### src/rtl/imem_loader_pkg.sv
// Shared types and constants for the instruction-memory loader.
// Holds the FSM state encoding and the stream framing constants.
package imem_loader_pkg;

  typedef enum logic [2:0] {
    IDLE,
    HDR_LO,
    HDR_HI,
    DATA,
    WRITE,
    DONE,
    ERROR
  } state_e;

  localparam int HDR_BYTES      = 2;
  localparam int BYTES_PER_WORD = 4;

  function automatic logic can_start(input state_e s);
    return (s == IDLE) || (s == DONE) || (s == ERROR);
  endfunction

endpackage

### src/rtl/imem_loader_word_assembler.sv
// Little-endian byte shift-in register: each shifted byte lands in the next lane.
// word_full_o flags the shift that completes a word; the lane counter then wraps.
module imem_loader_word_assembler
  import imem_loader_pkg::*;
(
  input  logic        clk,
  input  logic        reset_n,
  input  logic        clear_i,
  input  logic        shift_i,
  input  logic [7:0]  byte_i,
  output logic [31:0] word_o,
  output logic        word_full_o
);

  localparam int LANE_W = $clog2(BYTES_PER_WORD);

  logic [LANE_W-1:0] lane_q;
  logic [31:0]       word_q;

  always_ff @(posedge clk or negedge reset_n) begin
    if (!reset_n) begin
      lane_q <= '0;
      word_q <= '0;
    end else if (clear_i) begin
      lane_q <= '0;
      word_q <= '0;
    end else if (shift_i) begin
      word_q[8*lane_q +: 8] <= byte_i;
      lane_q                <= lane_q + 1'b1;
    end
  end

  assign word_o      = word_q;
  assign word_full_o = shift_i && (lane_q == LANE_W'(BYTES_PER_WORD - 1));

endmodule

### src/rtl/imem_loader.sv
// Loads a length-prefixed byte stream into instruction memory as 32-bit words,
// holding the core in reset until the whole program has been written.
module imem_loader
  import imem_loader_pkg::*;
#(
  parameter int          DEPTH_LOG2 = 8,
  parameter logic [31:0] BASE_ADDR  = 32'h0
) (
  input  logic        clk,
  input  logic        reset_n,
  input  logic        start,
  input  logic        in_valid,
  input  logic [7:0]  in_data,
  output logic        in_ready,
  output logic        mem_we,
  output logic [31:0] mem_addr,
  output logic [31:0] mem_wdata,
  output logic        core_reset,
  output logic        busy,
  output logic        done,
  output logic        error
);

  localparam logic [16:0] MEM_WORDS = 17'(1) << DEPTH_LOG2;

  state_e                state_q, state_d;
  logic [15:0]           count_q, count_d;
  logic [DEPTH_LOG2:0]   word_cnt_q, word_cnt_d;

  logic        xfer;
  logic        start_take;
  logic        word_full;
  logic        last_word;
  logic [15:0] hdr_n;

  assign xfer       = in_valid && in_ready;
  assign start_take = start && can_start(state_q);
  assign hdr_n      = {in_data, count_q[7:0]};
  assign last_word  = (17'(word_cnt_q) + 17'd1) == {1'b0, count_q};

  imem_loader_word_assembler u_asm (
    .clk         (clk),
    .reset_n     (reset_n),
    .clear_i     (start_take),
    .shift_i     (xfer && (state_q == DATA)),
    .byte_i      (in_data),
    .word_o      (mem_wdata),
    .word_full_o (word_full)
  );

  always_ff @(posedge clk or negedge reset_n) begin
    if (!reset_n) state_q <= IDLE;
    else          state_q <= state_d;
  end

  always_comb begin
    state_d = state_q;
    case (state_q)
      IDLE, DONE, ERROR: if (start) state_d = HDR_LO;
      HDR_LO:            if (xfer) state_d = HDR_HI;
      HDR_HI: begin
        if (xfer) begin
          if (hdr_n == 16'd0)                state_d = DONE;
          else if ({1'b0, hdr_n} > MEM_WORDS) state_d = ERROR;
          else                               state_d = DATA;
        end
      end
      DATA:    if (xfer && word_full) state_d = WRITE;
      WRITE:   state_d = last_word ? DONE : DATA;
      default: state_d = IDLE;
    endcase
  end

  always_comb begin
    in_ready   = (state_q == HDR_LO) || (state_q == HDR_HI) || (state_q == DATA);
    mem_we     = (state_q == WRITE);
    busy       = in_ready || mem_we;
    done       = (state_q == DONE);
    error      = (state_q == ERROR);
    // A start sampled in DONE puts the core back into reset in that same cycle.
    core_reset = !((state_q == DONE) && !start);
  end

  always_comb begin
    count_d    = count_q;
    word_cnt_d = word_cnt_q;
    if (start_take) begin
      count_d    = '0;
      word_cnt_d = '0;
    end else begin
      if (xfer && (state_q == HDR_LO)) count_d[7:0]  = in_data;
      if (xfer && (state_q == HDR_HI)) count_d[15:8] = in_data;
      if (state_q == WRITE)            word_cnt_d    = word_cnt_q + 1'b1;
    end
  end

  always_ff @(posedge clk or negedge reset_n) begin
    if (!reset_n) begin
      count_q    <= '0;
      word_cnt_q <= '0;
    end else begin
      count_q    <= count_d;
      word_cnt_q <= word_cnt_d;
    end
  end

  assign mem_addr = BASE_ADDR + 32'({word_cnt_q, 2'b00});

endmodule
### config.mk
export PLATFORM = sky130hd
export DESIGN_NAME = imem_loader
export DESIGN_NICKNAME = d
export VERILOG_FILES = /design/src/rtl/imem_loader_pkg.sv /design/src/rtl/imem_loader_word_assembler.sv /design/src/rtl/imem_loader.sv
export SDC_FILE = /design/constraint.sdc
export NUM_CORES = 1
export LEC_CHECK = 0
export CORE_MARGIN = 3
export CORE_UTILIZATION = 45
export CTS_CLUSTER_DIAMETER = 150
export DETAILED_ROUTE_END_ITERATION = 12
export PLACE_DENSITY = 0.77
export SETUP_SLACK_MARGIN = 0.05
export SYNTH_ARGS = -nofsm -noshare
export SYNTH_HDL_FRONTEND = slang
export SYNTH_SLANG_ARGS = --single-unit
### constraint.sdc
create_clock -name clk -period 1.93 [get_ports clk]
set_input_delay 0.579 -clock clk [delete_from_list [all_inputs] [get_ports clk]]
set_output_delay 0.579 -clock clk [all_outputs]
set_load 0.05 [all_outputs]
-- Word-level counts from Yosys, hierarchy flattened
Cells that the tools add are included.
- add/subtract/negate cells: 4
- reduce and logical (&&, ||, !) cells: 23
- $lt $le $gt $ge: 1
- equal/unequal tests: 12
- shift operators: 2
- muxes and demuxes: 18
- operators with widths (kind ; count):
    32-bit 2-to-1 mux ; 2
    5-bit negation with 34-bit output ; 1
    8-bit by 34-bit variable shift with 32-bit output, first input constant ; 1
    8-bit by 34-bit variable part select with 32-bit output ; 1
    32-bit bitwise mux ; 1
    3-bit 2-to-1 mux ; 7
    9-bit 2-to-1 mux ; 2
    10-bit by 16-bit equality test with 1-bit output ; 1
    16-bit by 9-bit > comparator with 1-bit output, second input constant ; 1
    16-bit zero test ; 1
    16-bit 2-to-1 mux ; 1
    8-bit 2-to-1 mux ; 2
    3-bit case mux with 5 select lines ; 1
    9-bit by 1-bit adder with 10-bit output, second input constant ; 1
    9-bit by 1-bit adder with 9-bit output, second input constant ; 1
    3-bit equality test, second input constant ; 3
    1-bit logical AND ; 8
    2-bit nonzero test ; 4
    3-bit by 2-bit equality test with 1-bit output, second input constant ; 2
    2-bit inequality test, second input constant ; 3
    1-bit logical OR ; 5
    2-bit 2-to-1 mux ; 2
    4-bit AND reduction ; 1
    3-bit by 1-bit equality test with 1-bit output, second input constant ; 1
    6 further kinds ; 7
- output and inout bits: 70
- register bits after elaboration: 62
- logic and storage cells: 66
- input bits: 12

-- Longest topological paths before layout
Gate-level depths: netlist of run 1.
- depth in word-level cells: 9
- depth in mapped cells: 8
- mapped depth without buffers: 6

-- By module
From an unflattened synthesis of run 1, not the netlist that was laid out.
- cells, all modules: 352
- area, all modules: 3493.4 sq um
- modules (own cells, without submodules) (module ; times used ; cells each ; area each (sq um) ; seq. area each (sq um)):
    imem_loader ; 1 ; 228 ; 1919.3 ; 700.7
    imem_loader_word_assembler ; 1 ; 124 ; 1574.0 ; 850.8

-- Worst setup path after synthesis of run 1
OpenSTA, ideal clock, no wires.
- kind: reg2out
- start point: register state_q[1]
- end point: output port core_reset
- cell stages (with the launch flop): 4
- path slack: -0.994 ns
- path buffers: 1
- data arrival time: 2.345 ns
- cells stage by stage: dfrtp_1 buf_2 nor3_1 nand2b_1
- word-level cells in the longest chain between the ends: 3
- ends and longest elaborated chain (what ; RTL line ; RTL):
    from (decl) ; imem_loader.sv:26 ; state_e state_q, state_d;
    from (signal assigned) ; imem_loader.sv:53 ; else state_q <= state_d;
    3-bit equality test ; - ;
    net done ; imem_loader.sv:20 ; output logic done,
    1-bit logical AND ; imem_loader.sv:81 ; core_reset = !((state_q == DONE) && !start);
    1-bit zero test ; imem_loader.sv:81 ;
    to (decl) ; imem_loader.sv:18 ; output logic core_reset,
The timed path passes the listed nets, and every way through them passes these cells.

-- Worst setup path after layout of run 1
- start point: register state_q[1]
- end point: output port mem_we
- word-level cells in the longest chain between the ends: 1
- ends and longest elaborated chain (what ; RTL line ; RTL):
    3-bit equality test ; imem_loader.sv:76 ; mem_we = (state_q == WRITE);
    to (decl) ; imem_loader.sv:15 ; output logic mem_we,
Every way passes these cells.

==> results of run 1 <==
## registers in the layout, indices dropped and copies added, names as in the netlist
register,cells
state_q,3
u_asm.lane_q,2
u_asm.word_o,32
word_cnt_q,9
count_q,16
## area by class of cell
type	count	area [sq um]	share of cell area
clock inverters	5	105	0.0220
inverters	7	32.5	0.00682
repair buffers	112	1090	0.228
well taps	96	120	0.0252
multi-input cells	260	1710	0.359
flip-flops and latches	62	1560	0.327
clock buffers	11	151	0.0318
## synth_stat cells (4+ instances only)
cell | instances | area share
nand3_1 | 13 | 0.020
nor2b_1 | 4 | 0.0076
nor4_1 | 6 | 0.011
buf_2 | 8 | 0.012
a21oi_1 | 32 | 0.049
buf_4 | 23 | 0.052
nand4_1 | 5 | 0.0095
xor2_1 | 11 | 0.029
nand2_1 | 58 | 0.066
nor3_1 | 6 | 0.0091
inv_1 | 6 | 0.0068
a22o_1 | 23 | 0.061
xnor2_1 | 14 | 0.037
ha_1 | 6 | 0.023
nor2_1 | 23 | 0.026
dfrtp_1 | 62 | 0.47
## layer usage
metal | global-route usage | up-vias | routed length, um
li1 | - | 1369 | -
met1 | 0.286 | 1470 | 3840
met2 | 0.371 | 131 | 4560
met3 | 0.0402 | 26 | 543
met4 | 0.0892 | 0 | 227
met5 | 0 | - | 0
## through the flow
stage / TNS [ns] / utilization / std cells / power [mW] / hold slack, ns
finish: -0.250 / 0.687 / 553 / 6.91 / 0.209
global route: -0.510 / 0.687 / 553 / 7.23 / 0.247
floorplan: -0.0398 / - / 370 / 3.83 / 0.283
CTS: -0.260 / 0.665 / 549 / 6.62 / 0.244
detailed placement: -7.90 / 0.611 / 525 / 4.92 / 0.487
global placement: -4.90 / 0.611 / 525 / 4.85 / 0.487
## layout by cell type, fill, tap and decap left out, drive strengths merged, types with 4 or more instances in the layout
cell type / instances
buf: 102
a21oi: 32
xor2: 11
nor4: 6
inv: 6
dfrtp: 62
nor2: 23
nand4: 5
nor3: 6
conb: 23
nand2: 58
nor2b: 4
clkbuf: 11
nand3: 13
ha: 6
clkdlybuf4s50: 10
xnor2: 14
a22o: 23
## worst register-to-register path, cell delays in order (launching register included)
cell and delay (ns):
dfrtp_2 0.43, buf_4 0.16, buf_6 0.14, xor2_2 0.19
a21oi_2 0.11, o22ai_2 0.20, buf_4 0.15, o22ai_1 0.09
a221oi_1 0.33
## where the power goes
part	total [mW]	switching [mW]	internal [mW]
Sequential	1.83	0.258	1.57
Clock	1.46	0.529	0.928
Combinational	3.62	2.08	1.54
## path summary, 6_finish.rpt
check	to	depth (start not counted)	slack, ns
min reg2reg	u_asm.word_o[11]	1	0.51
max reg2reg	state_q[0]	8	0.01
min in group clk	u_asm.word_o[11]	1	0.51
min	word_cnt_q[5]	2	0.21
max in group asynchronous	state_q[1]	2	1.39
max	mem_we	3	-0.09
## kinds of logic (layout without fill, tap and decap cells)
| kind of cell | count (synthesis) | after routing | synth area share |
|---|---|---|---|
| simple gates | 132 | 132 | 0.193 |
| compound gates | 72 | 72 | 0.150 |
| flops | 62 | 62 | 0.470 |
| buf+inv | 48 | 135 | 0.0902 |
| xor+xnor | 25 | 25 | 0.0663 |
| fa+ha+maj | 6 | 6 | 0.0227 |
| mux | 2 | 2 | 0.00607 |
| other cells | 1 | 23 | 0.00114 |
## timing repair
| action | in CTS | in global routing |
|---|---|---|
| resized for setup | 14 | 33 |
| buffers inserted | 8 | 3 |
| gates cloned | 0 | 1 |
| endpoints found under the setup margin | 7 | 53 |
| pin swaps | 3 | 11 |
==> metrics.txt, run 1 <==
ys async rst share=1.00; CP required=1.35 ns; average routed wire per standard cell=16.6 um; Place WS=-0.304 ns; Vias/cell=5.42; share of layout cells above drive strength 1=0.359; Leakage=2.21 nW; DR vias=2996; outcome=finished, violations left; Setup violations, final=4; NumNets Final=470; Synth Flop Type=dfrtp_1; Yosys warning total=0; Die Ht=91.6 um; startpoint types=flip-flop; I/O Pins=82; pwr/cell area=1450 nW/um^2; clk_lat worst skew=0.34 ns; First DRT Iteration DRCs=190; largest net degree at the start of global routing=63; synth unique cells=48; CTS root buf=clkbuf_8; post-route ant nets=0; Initial Util=0.475; CTS clk-pin slew, worst paths=0.07 ns; Die W=91.6 um; # diodes=0; CP top delay family=flip-flops; peak supply drop=663 uV; crit path time final=2.02 ns; Total GRT Usage=0.222; die area=8400 sq um; skew final=0.00818 ns; sequential share of the synthesized area=0.470; data arrival time of the worst path=1.44 ns; Post-Syn Area per Cell=9.48 sq um; CP max-delay cell=dfrtp_2; cell row count=30; Layout fillers=523; CTS tree=yes; Max Slew Vio Count=0; sum of buffers and inverters on the critical path=2; GRT Residual Overflow=0; port bufs=58; Post-synth EDFFs=0; fin crit share=1.05; CP startpoint=state_q[1]; CTS Sinks=62; vias in the first global route=2991; RSZ-0062 raised after global routing=yes; fmax=495 MHz; Worst Path Max Fanout=4; worst setup margin=-0.0916 ns; failing checks=setup timing; Hold Crit Class=in2async; critical-path cell list=or3_4 > clkinvlp_4 > buf_12; core area=6940 sq um; DRT Wirelength=9180 um; Crit. End Element=output pin; Final HPWL DP=6150 um; Final GP Congestion=0.840; DP Area=4240 sq um; initial antenna violation count=0; cts bufs inserted=9; DRC=0; synthesized instance count=348; max cap viols=0; post-synthesis cell area=3300 sq um; final hold vios=0; Worst path max stage delay=0.45 ns; first-pass GRT wire length=14800 um; Reg-to-Reg Start=state_q[0]; CTS Buffer Depth=2; Pre-Repair DR Iteration Count=5; final std cell area, no fill=4770 sq um; H-tree depth=3; area growth from synthesis to layout=44.5%; FF+latch count, synth=62; CP Class=reg2out; CTS Hold Bufs=0
Note: power is estimated with default switching activity, not from simulation.
==> inputs of run 2 (changes only) <==
Settings changed: CORE_MARGIN 3 to 1.5.
==> run 2 against run 1 <==
The flow still finishes with violations (setup timing). Largest power group unchanged. Worst setup slack improved by 0.015 ns. Cell count decreased by 0.54%. Register-to-register slack improved by 0.14 ns. Highest routed layer unchanged. Critical path depth increased by 1. Non-clock buffer count decreased by 6. Global-route usage increased by 0.96 points. Combinational power decreased by 8.6%. First-iteration DRC count increased by 64%. Critical path type unchanged. Die area decreased by 6.4%. Routed wire length decreased by 7.5%. Sequential power about the same.
==> metrics.txt, run 2 (same netlist as run 1, synthesis figures left out) <==
total power=6.22 mW (-10%); CP startpoint=state_q[2]; fmax=498 MHz (+0.77%); max cap viols=0 (unchanged); CP required=1.35 ns (about the same); final setup TNS=-0.196 ns (+0.0540 ns); CTS Hold Bufs=0 (unchanged); dpl cells=527 (+0.38%); CTS root buf=clkbuf_8; GRT Residual Overflow=0 (unchanged); die area=7860 sq um (-6.4%); RSZ-0062 raised after global routing=yes; peak supply drop=494 uV (-25%); Setup violations, final=4 (unchanged); Pint=3.45 mW (-15%); Final GP Congestion=0.870 (+3.5%); Die W=88.6 um (-3.3%); max reg flops=32 (unchanged); pwr/cell area=1360 nW/um^2 (-6.4%); most frequent cells in the layout=buf_4, nand2_1, dfrtp_1; Seq. cell area=1560 sq um (unchanged); Leakage=2.16 nW (-2.4%); skew final=0.00905 ns (+0.000870 ns); H-tree depth=3 (unchanged); failing checks=setup timing; First DRT Iteration DRCs=311 (+64%); port bufs=58 (unchanged); average routed wire per standard cell=15.4 um (-7.0%); clock network fraction of total power=0.174 (-0.037); Crit. End Element=output pin; final hold vios=0 (unchanged); CTS Buffer Depth=2 (unchanged); Worst Path Max Fanout=2 (-2); area growth from synthesis to layout=39.0%; Logic pwr share=0.532 (+0.008); DR vias=2923 (-2.4%); Sequential Power Share=0.294 (+0.029); I/O Pins=82 (unchanged); CTS tree=yes; Max Slew Vio Count=0 (unchanged); Final Non-Filler Cells=550 (-0.54%); data arrival time of the worst path=1.43 ns (about the same); Hold Crit Class=in2async; Reg-to-Reg Start=word_cnt_q[0]; Layout fillers=555 (+6.1%); fin crit share=1.04 (-0.00800); critical-path cell list=inv_4 > or3_4 > clkinvlp_4 > buf_12; Met3 Wirelength=488 um (-10%); vias in the first global route=2791 (-6.7%); CP Class=reg2out; Top Layer Used=met4; Total GRT Usage=0.232 (+0.00964); first-pass GRT wire length=13800 um (-6.7%); met2 routed WL=4240 um (-7.1%); crit path time final=2.01 ns (-0.0154 ns); clk_lat worst skew=0.35 ns (about the same); post-route ant nets=0 (unchanged); share of layout cells above drive strength 1=0.328 (-0.0307); startpoint types=flip-flop; CTS Sinks=62 (unchanged); initial antenna violation count=0 (unchanged); Die Ht=88.6 um (-3.3%); core area=7180 sq um (+3.3%); multi-input logic area=1650 sq um (-3.4%); DRC=0 (unchanged); final std cell area, no fill=4590 sq um (-3.8%); P_sw=2.77 mW (-3.5%); CP max-delay cell=or3_4; cts bufs inserted=9 (unchanged); largest net degree at the start of global routing=63 (unchanged); cell row count=31 (+3.3%); # diodes=0 (unchanged); Final HPWL DP=6070 um (-1.2%); switching part of the total=0.445 (+0.0301); CTS clk-pin slew, worst paths=0.08 ns (about the same); NumNets Final=464 (-1.3%); DP Area=4240 sq um (about the same); commonest non-fill, non-tap cell in the layout=buf_4; WL met1=3580 um (-6.9%); final core occ=0.639 (-0.0474); outcome=finished, violations left; Worst path max stage delay=0.41 ns (-0.04 ns); DRT Wirelength=8490 um (-7.5%); Pre-Repair DR Iteration Count=4 (-1); Vias/cell=5.31 (-1.9%); Initial Util=0.460 (-0.0153); worst setup margin=-0.0762 ns (+0.0154 ns)
run 2: cell count changes in the layout (fill, tap and decap cells not counted), sizes merged:
cell,previous run,this run
buf,102,96
dlymetal6s2s,0,4
clkbuf,11,9
bufinv,3,0
clkinv,0,1
inv,6,11
clkdlybuf4s50,10,6
clkinvlp,3,2
run 2: what timing repair did:
| item | CTS | global route |
|---|---|---|
| resized for setup | 11 | 17 |
| buffers inserted | 6 | 2 |
| endpoints found under the setup margin | 9 | 27 |
| cloned | 0 | 0 |
| pin swaps | 3 | 9 |
run 2: critical path, delay by kind of cell (launching register included):
kind / cells / cell delay, ns
flip-flops: 1 / 0.39
buffers and inverters: 3 / 0.27
AND/OR/NAND/NOR: 1 / 0.41
run 2: area by class of cell:
type / count / share of cell area
multi-input combinational: 260 / 0.360
sequential: 62 / 0.340
timing repair buffer: 106 / 0.224
clock buffer: 9 / 0.0270
tap: 99 / 0.0270
clock inverter: 7 / 0.0136
inverter: 7 / 0.00764
run 2: power groups by stage:
stage	clock network [mW]	registers [mW]	logic, mW
after floorplan	0	2.11	1.72
after global placement	0	1.86	2.94
after detailed placement	0	1.86	3.04
after CTS	1.10	1.82	3.22
after global routing	1.15	1.86	3.56
final	1.08	1.83	3.31
run 2: final timing paths:
| check | cells after the start | slack (ns) | endpoint |
|---|---|---|---|
| min in group clk | 1 | 0.51 | u_asm.word_o[12] |
| setup / recovery | 4 | -0.08 | mem_we |
| max in group asynchronous | 2 | 1.42 | state_q[0] |
| hold reg to reg | 1 | 0.51 | u_asm.word_o[12] |
| hold / removal | 2 | 0.22 | word_cnt_q[6] |
| setup reg to reg | 6 | 0.15 | state_q[2] |
run 2: per-layer routing:
layer / GRT usage / up-vias
met3: 0.0578 / 18
li1: - / 1354
met4: 0.0767 / 0
met5: 0 / -
met2: 0.367 / 112
met1: 0.313 / 1439
run 2: through the flow:
step | worst slack (ns) | hold WS [ns]
5_1_grt | -0.119 | 0.252
2_1_floorplan | -0.0265 | 0.283
3_5_place_dp | -0.407 | 0.489
3_3_place_gp | -0.423 | 0.488
6_report | -0.0762 | 0.224
4_1_cts | -0.103 | 0.245
==> inputs of run 3 (changes only) <==
Settings changed: REMOVE_ABC_BUFFERS set to 1.
==> run 3 against run 2 <==
The run still ends with setup timing left. Clock power grew 18%. Non-clock buffer count grew 3. Cell count grew 0.55%. Routed wire length grew 1.5%. Die area is the same. Register-to-register slack lost 0.18 ns. Sequential share of layout area shrank 0.37 points. Fmax shrank 0.28%. Sequential cell count is the same. Critical endpoint unchanged. Largest cell class unchanged.
==> metrics.txt, run 3 (same netlist as run 1, synthesis figures left out) <==
outcome=finished, violations left; failing checks=setup timing; startpoint types=flip-flop; GRT Residual Overflow=0 (unchanged); most frequent cells in the layout=buf_4, dfrtp_1, nand2_1; cell row count=31 (unchanged); skew final=0.0125 ns (+0.00345 ns); CP Class=reg2out; Total GRT Usage=0.223 (-0.00933); met2 global-route usage=0.351 (-0.0158); total power=6.48 mW (+4.2%); data arrival time of the worst path=1.43 ns (about the same); CTS Hold Bufs=0 (unchanged); Max Slew Vio Count=0 (unchanged); DRT Wirelength=8620 um (+1.5%); Worst Path Max Fanout=6 (+4); NumNets Final=467 (+0.65%); most used routing layer=met2; initial antenna violation count=0 (unchanged); RSZ-0062 raised after global routing=yes; First DRT Iteration DRCs=208 (-33%); Die Ht=88.6 um (unchanged); H-tree depth=3 (unchanged); GR Layer Usage met1=0.303 (-0.0101); Die W=88.6 um (unchanged); share of layout cells above drive strength 1=0.311 (-0.0176); cts bufs inserted=9 (unchanged); largest net degree at the start of global routing=63 (unchanged); Final HPWL DP=5930 um (-2.4%); Leakage=2.18 nW (+0.84%); final std cell area, no fill=4620 sq um (+0.68%); area growth from synthesis to layout=39.9%; max cap viols=0 (unchanged); I/O Pins=82 (unchanged); CTS root buf=clkbuf_8; worst hold slack=0.222 ns (-0.00132 ns); peak supply drop=570 uV (+15%); vias in the first global route=2724 (-2.4%); Vias/cell=5.25 (-1.2%); Crit. End Element=output pin; fmax=497 MHz (-0.28%); final core occ=0.644 (+0.00436); CTS Sinks=62 (unchanged); first-pass GRT wire length=13300 um (-3.9%); CP required=1.35 ns (about the same); Setup violations, final=13 (+9); average routed wire per standard cell=15.6 um (+0.92%); commonest non-fill, non-tap cell in the layout=buf_4; worst setup margin=-0.0819 ns (-0.00573 ns); Pre-Repair DR Iteration Count=4 (unchanged); GR Util met3=0.0429 (-0.0149); max reg flops=32 (unchanged); CTS Buffer Depth=2 (unchanged); crit path time final=2.01 ns (+0.00573 ns); DRC=0 (unchanged); CTS tree=yes; clk_lat worst skew=0.35 ns (about the same); post-route ant nets=0 (unchanged); dpl cells=529 (+0.38%); die area=7860 sq um (unchanged); port bufs=58 (unchanged); core area=7180 sq um (unchanged); Hold Crit Class=in2async; Initial Util=0.460 (unchanged); pwr/cell area=1400 nW/um^2 (+3.5%); fin crit share=1.04 (+0.00297); CTS clk-pin slew, worst paths=0.07 ns (about the same); # diodes=0 (unchanged); DP Area=4230 sq um (-0.12%); final hold vios=0 (unchanged); Final GP Congestion=0.898 (+3.2%); DR vias=2903 (-0.68%); Final Non-Filler Cells=553 (+0.55%)
==> run 3: cell count changes in the layout (fill, tap and decap cells not counted), moves of 2 or more <==
cell / before / now
buf_12: 15 / 17
buf_4: 77 / 79
bufinv_16: 0 / 2
clkdlybuf4s50_1: 6 / 10
clkinv_4: 1 / 3
dfrtp_1: 54 / 59
dfrtp_2: 8 / 3
dlymetal6s2s_1: 4 / 0
inv_6: 4 / 0
==> run 3: path summary, 6_finish.rpt <==
path                       cells after the start  slack, ns              from                to
max in group asynchronous                      2       1.41           reset_n        state_q[0]
max                                            3      -0.08        state_q[1]            mem_we
min in group clk                               1       0.52  u_asm.word_o[12]  u_asm.word_o[12]
min reg2reg                                    1       0.52  u_asm.word_o[12]  u_asm.word_o[12]
min                                            2       0.22           reset_n     word_cnt_q[6]
max reg2reg                                    9      -0.03        state_q[1]  u_asm.word_o[13]
==> run 3: area by class of cell <==
class                           instances  area [sq um]
Tap cell                               99           124
Multi-Input combinational cell        260          1620
Fill cell                             577          2560
Clock buffer                            9           124
Clock inverter                          7          98.8
Inverter                                7          33.8
Timing Repair Buffer                  109          1060
Sequential cell                        62          1560
==> run 3: routing by layer <==
metal	vias to the layer above	wire [um]
li1	1361	-
met1	1434	3800
met2	91	4280
met3	17	366
met4	0	165
met5	-	0
==> run 3: repair_timing <==
item                                    in CTS  in global routing
cloned                                       0                  0
pin swaps                                    0                  7
buffers inserted                             2                  6
endpoints found under the setup margin       6                 54
resized for setup                            7                 19
==> run 3: report_power, final <==
group	total, mW	switching [mW]	internal (mW)	leakage (nW)
Clock	1.27	0.544	0.730	0.109
Combinational	3.38	1.95	1.44	1.23
Sequential	1.82	0.252	1.57	0.843
==> run 3: critical path, cell delays in order (launching register included) <==
cell and delay (ns):
dfrtp_2 0.45, or3_4 0.43, inv_4 0.08, buf_12 0.13
==> run 3: per-stage QoR <==
stage,setup TNS [ns],setup slack (ns)
final,-0.337,-0.0819
after global routing,-3.42,-0.158
after CTS,-0.159,-0.0821
after detailed placement,-6.25,-0.279
after global placement,-5.41,-0.212
after floorplan,-39.25,-0.988
